`config.mk`:
```
export PLATFORM = sky130hd
export DESIGN_NAME = rect_fill_engine_flat
export DESIGN_NICKNAME = d
export VERILOG_FILES = /design/src/rtl/rect_fill_engine_pkg.sv /design/src/rtl/rect_fill_engine_if.sv /design/src/rtl/rect_normalize.sv /design/src/rtl/rect_fill_engine.sv /design/src/flat_wrapper.sv
export SDC_FILE = /design/constraint.sdc
export NUM_CORES = 1
export LEC_CHECK = 0
export CORE_MARGIN = 2
export CORE_UTILIZATION = 47
export DETAILED_ROUTE_END_ITERATION = 10
export PLACE_DENSITY_LB_ADDON = 0.15
export SKIP_LAST_GASP = 1
export SYNTH_ARGS = -nofsm -noshare
export SYNTH_HDL_FRONTEND = slang
export SYNTH_SLANG_ARGS = --single-unit
```
`constraint.sdc`:
```
create_clock -name clk -period 3 [get_ports clk]
set_input_delay 0.45 -clock clk [delete_from_list [all_inputs] [get_ports clk]]
set_output_delay 0.45 -clock clk [all_outputs]
set_load 0.02 [all_outputs]
```
`src/rtl/rect_fill_engine_pkg.sv`:
```
// Shared definitions for the rectangle fill engine and the VGA scan-out side:
// screen geometry, address/colour widths, engine states and clip helpers.
package rect_fill_engine_pkg;

  localparam int H_ACTIVE = 640;
  localparam int V_ACTIVE = 480;
  localparam int ROW_W    = 9;
  localparam int COL_W    = 10;
  localparam int RGB_W    = 8;
  localparam int CNT_W    = 19;

  localparam logic [COL_W-1:0] COL_MAX = COL_W'(H_ACTIVE - 1);
  localparam logic [ROW_W-1:0] ROW_MAX = ROW_W'(V_ACTIVE - 1);

  typedef enum logic [1:0] {
    ST_IDLE   = 2'd0,
    ST_SETUP  = 2'd1,
    ST_FILL   = 2'd2,
    ST_FINISH = 2'd3
  } fill_state_e;

  // Saturate a column coordinate to the last visible column.
  function automatic logic [COL_W-1:0] clip_col(input logic [COL_W-1:0] v);
    return (v > COL_MAX) ? COL_MAX : v;
  endfunction

  // Saturate a row coordinate to the last visible row.
  function automatic logic [ROW_W-1:0] clip_row(input logic [ROW_W-1:0] v);
    return (v > ROW_MAX) ? ROW_MAX : v;
  endfunction

endpackage

```
`src/rtl/rect_fill_engine_if.sv`:
```
// Command handshake plus pixel-RAM write port of the fill engine.
// master = CPU / RAM side, slave = the engine.
interface rect_fill_engine_if;
  import rect_fill_engine_pkg::*;

  logic             start;
  logic             abort;
  logic [COL_W-1:0] x0;
  logic [COL_W-1:0] x1;
  logic [ROW_W-1:0] y0;
  logic [ROW_W-1:0] y1;
  logic [RGB_W-1:0] color;
  logic             busy;
  logic             done;
  logic             aborted;
  logic [CNT_W-1:0] pixel_count;
  logic             wr_en;
  logic             wr_ready;
  logic [ROW_W-1:0] wr_row;
  logic [COL_W-1:0] wr_col;
  logic [RGB_W-1:0] wr_data;

  modport master (
    output start, abort, x0, x1, y0, y1, color, wr_ready,
    input  busy, done, aborted, pixel_count, wr_en, wr_row, wr_col, wr_data
  );

  modport slave (
    input  start, abort, x0, x1, y0, y1, color, wr_ready,
    output busy, done, aborted, pixel_count, wr_en, wr_row, wr_col, wr_data
  );

endinterface

```
`src/rtl/rect_normalize.sv`:
```
// Combinational corner ordering and clipping of a rectangle to the visible
// screen. Reusable by any engine that walks an axis-aligned region.
module rect_normalize
  import rect_fill_engine_pkg::*;
(
  input  logic [COL_W-1:0] i_x0,
  input  logic [COL_W-1:0] i_x1,
  input  logic [ROW_W-1:0] i_y0,
  input  logic [ROW_W-1:0] i_y1,
  output logic [COL_W-1:0] o_xl,
  output logic [COL_W-1:0] o_xr,
  output logic [ROW_W-1:0] o_yt,
  output logic [ROW_W-1:0] o_yb
);

  logic [COL_W-1:0] w_xmin;
  logic [COL_W-1:0] w_xmax;
  logic [ROW_W-1:0] w_ymin;
  logic [ROW_W-1:0] w_ymax;

  // Order each corner pair into min/max.
  always_comb begin
    if (i_x0 <= i_x1) begin
      w_xmin = i_x0;
      w_xmax = i_x1;
    end else begin
      w_xmin = i_x1;
      w_xmax = i_x0;
    end
    if (i_y0 <= i_y1) begin
      w_ymin = i_y0;
      w_ymax = i_y1;
    end else begin
      w_ymin = i_y1;
      w_ymax = i_y0;
    end
  end

  assign o_xl = clip_col(w_xmin);
  assign o_xr = clip_col(w_xmax);
  assign o_yt = clip_row(w_ymin);
  assign o_yb = clip_row(w_ymax);

endmodule

```
`src/rtl/rect_fill_engine.sv`:
```
// Rectangle fill engine: walks the clipped rectangle row by row and issues
// one pixel write per accepted RAM handshake. All outputs are registered.
module rect_fill_engine
  import rect_fill_engine_pkg::*;
(
  input  logic               clk,
  input  logic               clr,
  rect_fill_engine_if.slave  bus
);

  fill_state_e      r_state,   w_state_nxt;
  logic [COL_W-1:0] r_xl,      w_xl_nxt;
  logic [COL_W-1:0] r_xr,      w_xr_nxt;
  logic [ROW_W-1:0] r_yt,      w_yt_nxt;
  logic [ROW_W-1:0] r_yb,      w_yb_nxt;
  logic [RGB_W-1:0] r_color,   w_color_nxt;
  logic [COL_W-1:0] r_col,     w_col_nxt;
  logic [ROW_W-1:0] r_row,     w_row_nxt;
  logic             r_wr_en,   w_wr_en_nxt;
  logic             r_busy,    w_busy_nxt;
  logic             r_done,    w_done_nxt;
  logic             r_aborted, w_aborted_nxt;
  logic [CNT_W-1:0] r_count,   w_count_nxt;

  logic [COL_W-1:0] w_norm_xl;
  logic [COL_W-1:0] w_norm_xr;
  logic [ROW_W-1:0] w_norm_yt;
  logic [ROW_W-1:0] w_norm_yb;
  logic             w_accept;
  logic             w_row_end;
  logic             w_last;

  rect_normalize u_norm (
    .i_x0 (bus.x0),
    .i_x1 (bus.x1),
    .i_y0 (bus.y0),
    .i_y1 (bus.y1),
    .o_xl (w_norm_xl),
    .o_xr (w_norm_xr),
    .o_yt (w_norm_yt),
    .o_yb (w_norm_yb)
  );

  assign w_accept  = r_wr_en & bus.wr_ready;
  assign w_row_end = (r_col == r_xr);
  assign w_last    = w_row_end && (r_row == r_yb);

  // Next-state and next-output logic of the fill sequencer.
  always_comb begin
    w_state_nxt   = r_state;
    w_xl_nxt      = r_xl;
    w_xr_nxt      = r_xr;
    w_yt_nxt      = r_yt;
    w_yb_nxt      = r_yb;
    w_color_nxt   = r_color;
    w_col_nxt     = r_col;
    w_row_nxt     = r_row;
    w_wr_en_nxt   = r_wr_en;
    w_busy_nxt    = r_busy;
    w_count_nxt   = r_count;
    w_done_nxt    = 1'b0;
    w_aborted_nxt = 1'b0;
    case (r_state)
      ST_IDLE: begin
        if (bus.start) begin
          // Corners are normalised on the way in so SETUP only loads the walker.
          w_state_nxt = ST_SETUP;
          w_busy_nxt  = 1'b1;
          w_xl_nxt    = w_norm_xl;
          w_xr_nxt    = w_norm_xr;
          w_yt_nxt    = w_norm_yt;
          w_yb_nxt    = w_norm_yb;
          w_color_nxt = bus.color;
        end else begin
          w_state_nxt = ST_IDLE;
        end
      end
      ST_SETUP: begin
        if (bus.abort) begin
          w_state_nxt   = ST_IDLE;
          w_busy_nxt    = 1'b0;
          w_aborted_nxt = 1'b1;
        end else begin
          w_state_nxt = ST_FILL;
          w_count_nxt = {CNT_W{1'b0}};
          w_col_nxt   = r_xl;
          w_row_nxt   = r_yt;
        end
      end
      ST_FILL: begin
        if (bus.abort) begin
          // A write completing alongside the abort still counts.
          w_state_nxt   = ST_IDLE;
          w_wr_en_nxt   = 1'b0;
          w_busy_nxt    = 1'b0;
          w_aborted_nxt = 1'b1;
          if (w_accept) begin
            w_count_nxt = r_count + CNT_W'(1);
          end else begin
            w_count_nxt = r_count;
          end
        end else if (!r_wr_en) begin
          w_wr_en_nxt = 1'b1;
        end else if (w_accept) begin
          w_count_nxt = r_count + CNT_W'(1);
          if (w_last) begin
            w_state_nxt = ST_FINISH;
            w_wr_en_nxt = 1'b0;
            w_busy_nxt  = 1'b0;
            w_done_nxt  = 1'b1;
          end else if (w_row_end) begin
            w_col_nxt = r_xl;
            w_row_nxt = r_row + ROW_W'(1);
          end else begin
            w_col_nxt = r_col + COL_W'(1);
          end
        end else begin
          // Stalled: request, address and data stay put.
          w_wr_en_nxt = r_wr_en;
        end
      end
      ST_FINISH: begin
        w_state_nxt = ST_IDLE;
        w_busy_nxt  = 1'b0;
      end
      default: begin
        w_state_nxt = ST_IDLE;
        w_wr_en_nxt = 1'b0;
        w_busy_nxt  = 1'b0;
      end
    endcase
  end

  // State and output registers with synchronous clear.
  always_ff @(posedge clk) begin
    if (clr) begin
      r_state   <= ST_IDLE;
      r_xl      <= {COL_W{1'b0}};
      r_xr      <= {COL_W{1'b0}};
      r_yt      <= {ROW_W{1'b0}};
      r_yb      <= {ROW_W{1'b0}};
      r_color   <= {RGB_W{1'b0}};
      r_col     <= {COL_W{1'b0}};
      r_row     <= {ROW_W{1'b0}};
      r_wr_en   <= 1'b0;
      r_busy    <= 1'b0;
      r_done    <= 1'b0;
      r_aborted <= 1'b0;
      r_count   <= {CNT_W{1'b0}};
    end else begin
      r_state   <= w_state_nxt;
      r_xl      <= w_xl_nxt;
      r_xr      <= w_xr_nxt;
      r_yt      <= w_yt_nxt;
      r_yb      <= w_yb_nxt;
      r_color   <= w_color_nxt;
      r_col     <= w_col_nxt;
      r_row     <= w_row_nxt;
      r_wr_en   <= w_wr_en_nxt;
      r_busy    <= w_busy_nxt;
      r_done    <= w_done_nxt;
      r_aborted <= w_aborted_nxt;
      r_count   <= w_count_nxt;
    end
  end

  assign bus.busy        = r_busy;
  assign bus.done        = r_done;
  assign bus.aborted     = r_aborted;
  assign bus.pixel_count = r_count;
  assign bus.wr_en       = r_wr_en;
  assign bus.wr_row      = r_row;
  assign bus.wr_col      = r_col;
  assign bus.wr_data     = r_color;

endmodule
```
`src/flat_wrapper.sv`:
```
// flat-port wrapper written by rule: the top's interface ports become plain ports
module rect_fill_engine_flat import rect_fill_engine_pkg::*;
  (clk, clr, bus_start, bus_abort, bus_x0, bus_x1, bus_y0, bus_y1, bus_color, bus_wr_ready, bus_busy, bus_done, bus_aborted, bus_pixel_count, bus_wr_en, bus_wr_row, bus_wr_col, bus_wr_data);
  rect_fill_engine_if bus_i ();
  input  logic clk;
  input  logic clr;
  input wire logic [$bits(bus_i.start)-1:0] bus_start;
  input wire logic [$bits(bus_i.abort)-1:0] bus_abort;
  input wire logic [$bits(bus_i.x0)-1:0] bus_x0;
  input wire logic [$bits(bus_i.x1)-1:0] bus_x1;
  input wire logic [$bits(bus_i.y0)-1:0] bus_y0;
  input wire logic [$bits(bus_i.y1)-1:0] bus_y1;
  input wire logic [$bits(bus_i.color)-1:0] bus_color;
  input wire logic [$bits(bus_i.wr_ready)-1:0] bus_wr_ready;
  output wire logic [$bits(bus_i.busy)-1:0] bus_busy;
  output wire logic [$bits(bus_i.done)-1:0] bus_done;
  output wire logic [$bits(bus_i.aborted)-1:0] bus_aborted;
  output wire logic [$bits(bus_i.pixel_count)-1:0] bus_pixel_count;
  output wire logic [$bits(bus_i.wr_en)-1:0] bus_wr_en;
  output wire logic [$bits(bus_i.wr_row)-1:0] bus_wr_row;
  output wire logic [$bits(bus_i.wr_col)-1:0] bus_wr_col;
  output wire logic [$bits(bus_i.wr_data)-1:0] bus_wr_data;
  assign bus_i.start = bus_start;
  assign bus_i.abort = bus_abort;
  assign bus_i.x0 = bus_x0;
  assign bus_i.x1 = bus_x1;
  assign bus_i.y0 = bus_y0;
  assign bus_i.y1 = bus_y1;
  assign bus_i.color = bus_color;
  assign bus_i.wr_ready = bus_wr_ready;
  assign bus_busy = bus_i.busy;
  assign bus_done = bus_i.done;
  assign bus_aborted = bus_i.aborted;
  assign bus_pixel_count = bus_i.pixel_count;
  assign bus_wr_en = bus_i.wr_en;
  assign bus_wr_row = bus_i.wr_row;
  assign bus_wr_col = bus_i.wr_col;
  assign bus_wr_data = bus_i.wr_data;
  rect_fill_engine u_core (.clk(clk), .clr(clr), .bus(bus_i));
endmodule
```
==> qor.yml, run 1 <==
status: "completed"
ant_nets: 0
io_pins: 101
synthFlopType: "dfxtp_1"
antenna_cells: 0
overflow: 0
synth.top_cells.by_count: "90 x dfxtp_1, 77 x nor2_1, 56 x nand2_1, 41 x o21ai_0, 38 x a21oi_1"
dp_hpwl_mm: 9.42
worstPathArrival_ps: 2900
holdBufCountCts: 0
clk_latency_ps: 360
rows: 37
yosys_warnings: 0
clock-skew-final_ps: 13.1
slowest_delay_ps: 510
finalHoldViolations: 0
min_path_cells: 2
grt_usage: 0.224
clock_path_buffers: 2
min_period_over_period: 0.898
drtPass1Iterations: 4
reg2regPathDepth: 9
min_path_type: "reg2reg"
cts.sinks: 90
synth.most_common_cell: "dfxtp_1"
synthTopCellsByArea: "dfxtp_1 36%, ha_1 6.5%, nor2_1 5.7%"
fp.dieW_um: 108
yosysSeqAreaShare: 0.358
r2r_setup_slack_ps: 470
initial_core_util: 0.486
syn_to_final_growth_pct: 27.3
dieHeight_um: 108
synth_edf_count: 0
critPathKind: "in2reg"
netlist_instances: 627
vdd.ir_drop.worst_mv: 0.305
postCtsResizedCells: 0
htree_levels: 3
fin_crit_ps: 2690
totalPowerFinal_mw: 2.79
wl_met3_um: 658
cp_num_buf_inv: 3
fmax_mhz: 371
io_buffers: 100
fillers: 973
wl_met2_mm: 5.78
maxSlewHeadroom: 0.469
cp.depth: 9
r2r-start: "u_core.r_state[0]"
slowest_stage: "clkdlybuf4s50_1"
cts_buffers: 9
route.top_layer_used: "met4"
layout_setup_ws_ps: 305
rr_endpoint: "u_core.bus.pixel_count[18]"
grt_pass1_wl_mm: 21.1
wl_per_cell_um: 14.5
root_buffer: "clkbuf_8"
cts_tree: "yes"
dieArea_um2: 11600
final_layout_size_suffix_gt1_frac: 0.0539
required_ps: 3210
max-cap-violations: 0
grt_antenna_before_repair: 0
post-route-util: 0.619
cp_top_family: "compound AO/OA/AOI/OAI gates"
power.leakage_nw: 2.48
synth_top_cell_area_share: 0.358
avgViaCountPerCell: 5.50
synth_cell_types: 44
synth-seq-cells: 90
vias: 4726
drv_slew: 0
first_iter_violations: 325
grt_max_degree: 32
synth_nets: 704
gp_congestion: 0.853
layout.nets: 796
start_kind: "input pin"
place_ws_ps: 2.67
rsz0062_at_grt: "no"
netlist_area_um2: 5040
endpoint_kind: "register"
async_reset_ff_frac: 0
drt-met1-wl_mm: 5.94
syn_avg_cell_area_um2: 8.03
critPathLaunch: "bus_x1[3]"
route.detailed.drc: 0
grt_pass1_vias: 4439
cp_max_fo: 24
yosysTopAreaCell: "dfxtp_1"
crit_chain: "clkdlybuf4s50_1 -> inv_1 -> ha_1 -> a21o_1 -> a21o_1 -> a2111oi_0 -> nor2_2 -> buf_4 -> a2111oi_0"
wl_mm: 12.5
worstSetupEndpoint: "u_core.r_xl[5]"
finalSetupViolCount: 0
core_um2: 10400
clk_pin_slew_ps: 80
postCtsSetupBuffers: 0
tns_ps: 0
tightest_slew_ps: 795
cellPowerDensity_nw_per_um2: 435
metal layers:
metal | vias to the layer above | GRT usage
met5 | - | 0
li1 | 2411 | -
met1 | 2188 | 0.298
met2 | 116 | 0.372
met4 | 0 | 0.0531
met3 | 11 | 0.0442
worst min-delay path by stage:
stage	start	to
global placement	u_core.bus.wr_data[0]	u_core.bus.wr_data[0]
CTS	u_core.bus.wr_data[4]	u_core.bus.wr_data[4]
global route	u_core.bus.wr_data[2]	u_core.bus.wr_data[2]
detailed placement	u_core.bus.wr_data[4]	u_core.bus.wr_data[4]
floorplan	u_core.r_xl[0]	u_core.bus.wr_col[0]
finish	u_core.bus.wr_data[4]	u_core.bus.wr_data[4]
per-stage QoR:
stage	hold slack, ps	instances	cell area, um^2
after CTS	461	860	6410
after floorplan	448	627	5040
after global placement	443	844	6190
after detailed placement	449	844	6190
final	458	860	6410
after global routing	477	860	6410
flip-flops by register name (all words and copies together), names as in the netlist:
register,flops
u_core.bus.wr_en,1
u_core.bus.wr_col,10
u_core.r_yb,9
u_core.bus.wr_row,9
u_core.bus.pixel_count,19
u_core.r_yt,9
u_core.r_xl,10
u_core.r_xr,10
u_core.bus.wr_data,8
u_core.bus.aborted,1
u_core.bus.done,1
u_core.r_state,2
u_core.bus.busy,1
cells in the final DEF, fill, tap and decap left out, types with 4 or more instances in the layout:
cell / instances
xor2_1: 16
o211ai_1: 6
o31ai_1: 6
nand4_1: 15
nor4_1: 5
or3_1: 4
dfxtp_1: 90
clkdlybuf4s50_1: 99
buf_4: 14
o21ai_0: 40
a211oi_1: 10
nand2_1: 56
xnor2_1: 17
mux2i_1: 26
clkbuf_8: 11
a2111oi_0: 17
inv_1: 27
nand3b_1: 19
nand3_1: 21
nor2_1: 76
nor3_1: 22
a21oi_1: 38
ha_1: 26
nor3b_1: 6
nand2b_1: 14
and3_1: 8
logic make-up (layout without fill, tap and decap cells):
family                     after synthesis  count (layout)  synth area share
and+or+nand+nor                        259             259             0.253
AOI/OAI and AO/OA                      130             130             0.163
DFF                                     90              90             0.358
buffers and inverters                   62             159            0.0504
xor gates and xnor gates                33              33            0.0574
muxes                                   27              27            0.0539
adders and majority gates               26              26            0.0646
cell type report:
cell class	count	area (um^2)	share of cell area
clock buffer	12	155	0.0242
tap	136	170	0.0265
inverter	28	105	0.0164
multi-input combinational	475	2990	0.466
clock inverter	4	73.8	0.0115
timing repair buffer	115	1120	0.175
sequential	90	1800	0.281
worst reg2reg max path, stage by stage (launching register included):
cell,delay [ps]
dfxtp_1,320
inv_1,120
ha_1,350
nor2_1,170
a211oi_4,240
and4_1,350
and4_1,360
nand2_1,100
or3_1,310
a21oi_1,140
report_power, final:
part	switching (mW)	internal (mW)	total [mW]	leakage [nW]
combinational	0.283	0.257	0.540	1.63
clock	0.421	0.516	0.937	0.117
sequential	0.0557	1.26	1.32	0.736
Note: power is estimated with default switching activity, not from simulation.
==> run 2: changes to the inputs <==
--- a/config.mk
+++ b/config.mk
@@ -5,10 +5,12 @@
 export SDC_FILE = /design/constraint.sdc
 export NUM_CORES = 1
 export LEC_CHECK = 0
-export CORE_MARGIN = 2
+export CORE_MARGIN = 8
 export CORE_UTILIZATION = 47
+export CTS_BUF_LIST = sky130_fd_sc_hd__clkbuf_4 sky130_fd_sc_hd__clkbuf_8
 export DETAILED_ROUTE_END_ITERATION = 10
 export PLACE_DENSITY_LB_ADDON = 0.15
+export SKIP_CTS_REPAIR_TIMING = 1
 export SKIP_LAST_GASP = 1
 export SYNTH_ARGS = -nofsm -noshare
 export SYNTH_HDL_FRONTEND = slang
==> qor.yml, run 2 (synthesis results as in run 1) <==
status: "completed"  # unchanged
root_buffer: "clkbuf_8"  # unchanged
maxSlewHeadroom: 0.486  # was 0.469
fp.dieW_um: 120  # was 108 um
ant_nets: 0  # unchanged
min_period_over_period: 0.870  # was 0.898
totalPowerFinal_mw: 2.82  # was 2.79 mW
required_ps: 3230  # was 3210 ps
critPathLaunch: "bus_x1[3]"  # unchanged
layout.nets: 795  # was 796
wl_mm: 13.0  # was 12.5 mm
finalHoldViolations: 0  # unchanged
seqPwrFrac: 0.465  # was 0.471
fmax_mhz: 383  # was 371 MHz
clock_path_buffers: 2  # unchanged
grt_pass1_wl_mm: 21.9  # was 21.1 mm
vias: 4745  # was 4726
tightest_slew_ps: 769  # was 795 ps
endpoint_kind: "register"  # unchanged
avgViaCountPerCell: 5.50  # about the same
cts_buffers: 9  # unchanged
power.leakage_nw: 2.49  # was 2.48 nW
overflow: 0  # unchanged
drtPass1Iterations: 4  # unchanged
p_comb_frac: 0.193  # about the same
grt_pass1_vias: 4679  # was 4439
p_int_mw: 2.01  # was 2.03 mW
io_pins: 101  # unchanged
grt_usage: 0.180  # was 0.224
fin_crit_ps: 2610  # was 2690 ps
vdd.ir_drop.worst_mv: 0.225  # was 0.305 mV
min_path_type: "reg2reg"  # unchanged
final_cell_mix: "99 x clkdlybuf4s50_1, 90 x dfxtp_1, 76 x nor2_1, 56 x nand2_1, 40 x o21ai_0"  # unchanged
dieArea_um2: 14300  # was 11600 um^2
cts.sinks: 90  # unchanged
min_path_cells: 2  # unchanged
rows: 38  # was 37
switching_share: 0.289  # was 0.272
grt_max_degree: 55  # was 32
largest_register_ffs: 19  # unchanged
finalSetupViolCount: 0  # unchanged
p_clk_frac: 0.343  # was 0.336
grt_antenna_before_repair: 0  # unchanged
r2r_setup_slack_ps: 580  # was 470 ps
max-cap-violations: 0  # unchanged
place_ws_ps: 25.8  # was 2.67 ps
worstSetupEndpoint: "u_core.r_xr[3]"  # was u_core.r_xl[5]
io_buffers: 100  # unchanged
cp_max_fo: 36  # was 24
clk_latency_ps: 360  # about the same
reg2regPathDepth: 7  # was 9
critPathKind: "in2reg"  # unchanged
core_um2: 10700  # was 10400 um^2
rsz0062_at_grt: "no"  # unchanged
wl_per_cell_um: 15.1  # was 14.5 um
start_kind: "input pin"  # unchanged
dieHeight_um: 120  # was 108 um
first_iter_violations: 428  # was 325
clk_pin_slew_ps: 100  # was 80 ps
gp_congestion: 0.780  # was 0.853
cts_tree: "yes"  # unchanged
initial_core_util: 0.473  # was 0.486
rr_endpoint: "u_core.bus.wr_col[5]"  # was u_core.bus.pixel_count[18]
syn_to_final_growth_pct: 27.9  # was 27.3%
route.detailed.drc: 0  # unchanged
htree_levels: 3  # unchanged
drv_slew: 0  # unchanged
power_switching_mw: 0.815  # was 0.760 mW
worstPathArrival_ps: 2840  # was 2900 ps
r2r-start: "u_core.bus.wr_col[7]"  # was u_core.r_state[0]
fillers: 991  # was 973
design_area_um2: 6440  # was 6410 um^2
antenna_cells: 0  # unchanged
final_layout_size_suffix_gt1_frac: 0.0539  # about the same
layout_setup_ws_ps: 391  # was 305 ps
clock-skew-final_ps: 9.27  # was 13.1 ps
cellPowerDensity_nw_per_um2: 438  # was 435 nW/um^2
place_area_um2: 6210  # was 6190 um^2
final_common_cell: "clkdlybuf4s50_1"  # unchanged
dp_hpwl_mm: 9.86  # was 9.42 mm
tns_ps: 0  # unchanged
[run 2: cell count changes in the layout (fill, tap and decap cells not counted), sizes merged]
cell	change
clkbuf	-3
inv	+4
buf	-1
clkinv	-1
[run 2: critical path: stages]
cell	delay (ps)
clkdlybuf4s50_1	510
inv_1	60
ha_1	300
a21o_1	180
a21o_1	160
a2111oi_0	500
nor2_2	110
buf_12	190
a2111oi_0	380
[run 2: stage by stage]
stage,instances,hold slack [ps],util
global placement,847,444,0.583
CTS,863,461,0.605
global route,863,482,0.605
finish,863,460,0.605
floorplan,627,448,-
detailed placement,847,447,0.583
[run 2: worst min path at each step]
stage,start,to,slack [ps]
detailed placement,u_core.bus.wr_data[4],u_core.bus.wr_data[4],450
finish,u_core.bus.wr_data[4],u_core.bus.wr_data[4],460
CTS,u_core.bus.wr_data[4],u_core.bus.wr_data[4],460
floorplan,u_core.r_xl[0],u_core.bus.wr_col[0],450
global route,u_core.bus.wr_data[6],u_core.bus.wr_data[6],480
global placement,u_core.bus.wr_data[7],u_core.bus.wr_data[7],440
[run 2: power by group through the flow]
stage / logic, mW / registers, mW / clock network, mW
after floorplan: 0.320 / 1.34 / 0
after global placement: 0.526 / 1.34 / 0
after detailed placement: 0.544 / 1.34 / 0
after CTS: 0.546 / 1.31 / 0.983
after global routing: 0.607 / 1.32 / 1.03
final: 0.544 / 1.31 / 0.967
[run 2: cell type report]
type                            instances  area (um^2)  share of cell area
Timing Repair Buffer                  114         1140               0.177
Tap cell                              140          175              0.0272
Clock buffer                            9          124              0.0192
Clock inverter                          7          109              0.0169
Inverter                               28          105              0.0163
Sequential cell                        90         1800               0.280
Multi-Input combinational cell        475         2990               0.464
[run 2: routing by layer]
layer	wire length, um	part of all wire	global-route usage	vias up
li1	-	-	-	2408
met1	5370	0.41	0.205	2213
met2	6750	0.52	0.327	110
met3	719	0.055	0.0376	14
met4	148	0.011	0.0601	0
met5	0	0	0	-
==> run 3: changes to the inputs <==
==> constraint.sdc (replaced) <==
create_clock -name clk -period 3 [get_ports clk]
set_input_delay 0.45 -clock clk [delete_from_list [all_inputs] [get_ports clk]]
set_output_delay 0.45 -clock clk [all_outputs]
set_load 0.005 [all_outputs]
==> results of run 3 <==
The final DEF is identical to that of run 2. Status: completed.
Main changes from that run: total power 2.82 mW -> 2.81 mW
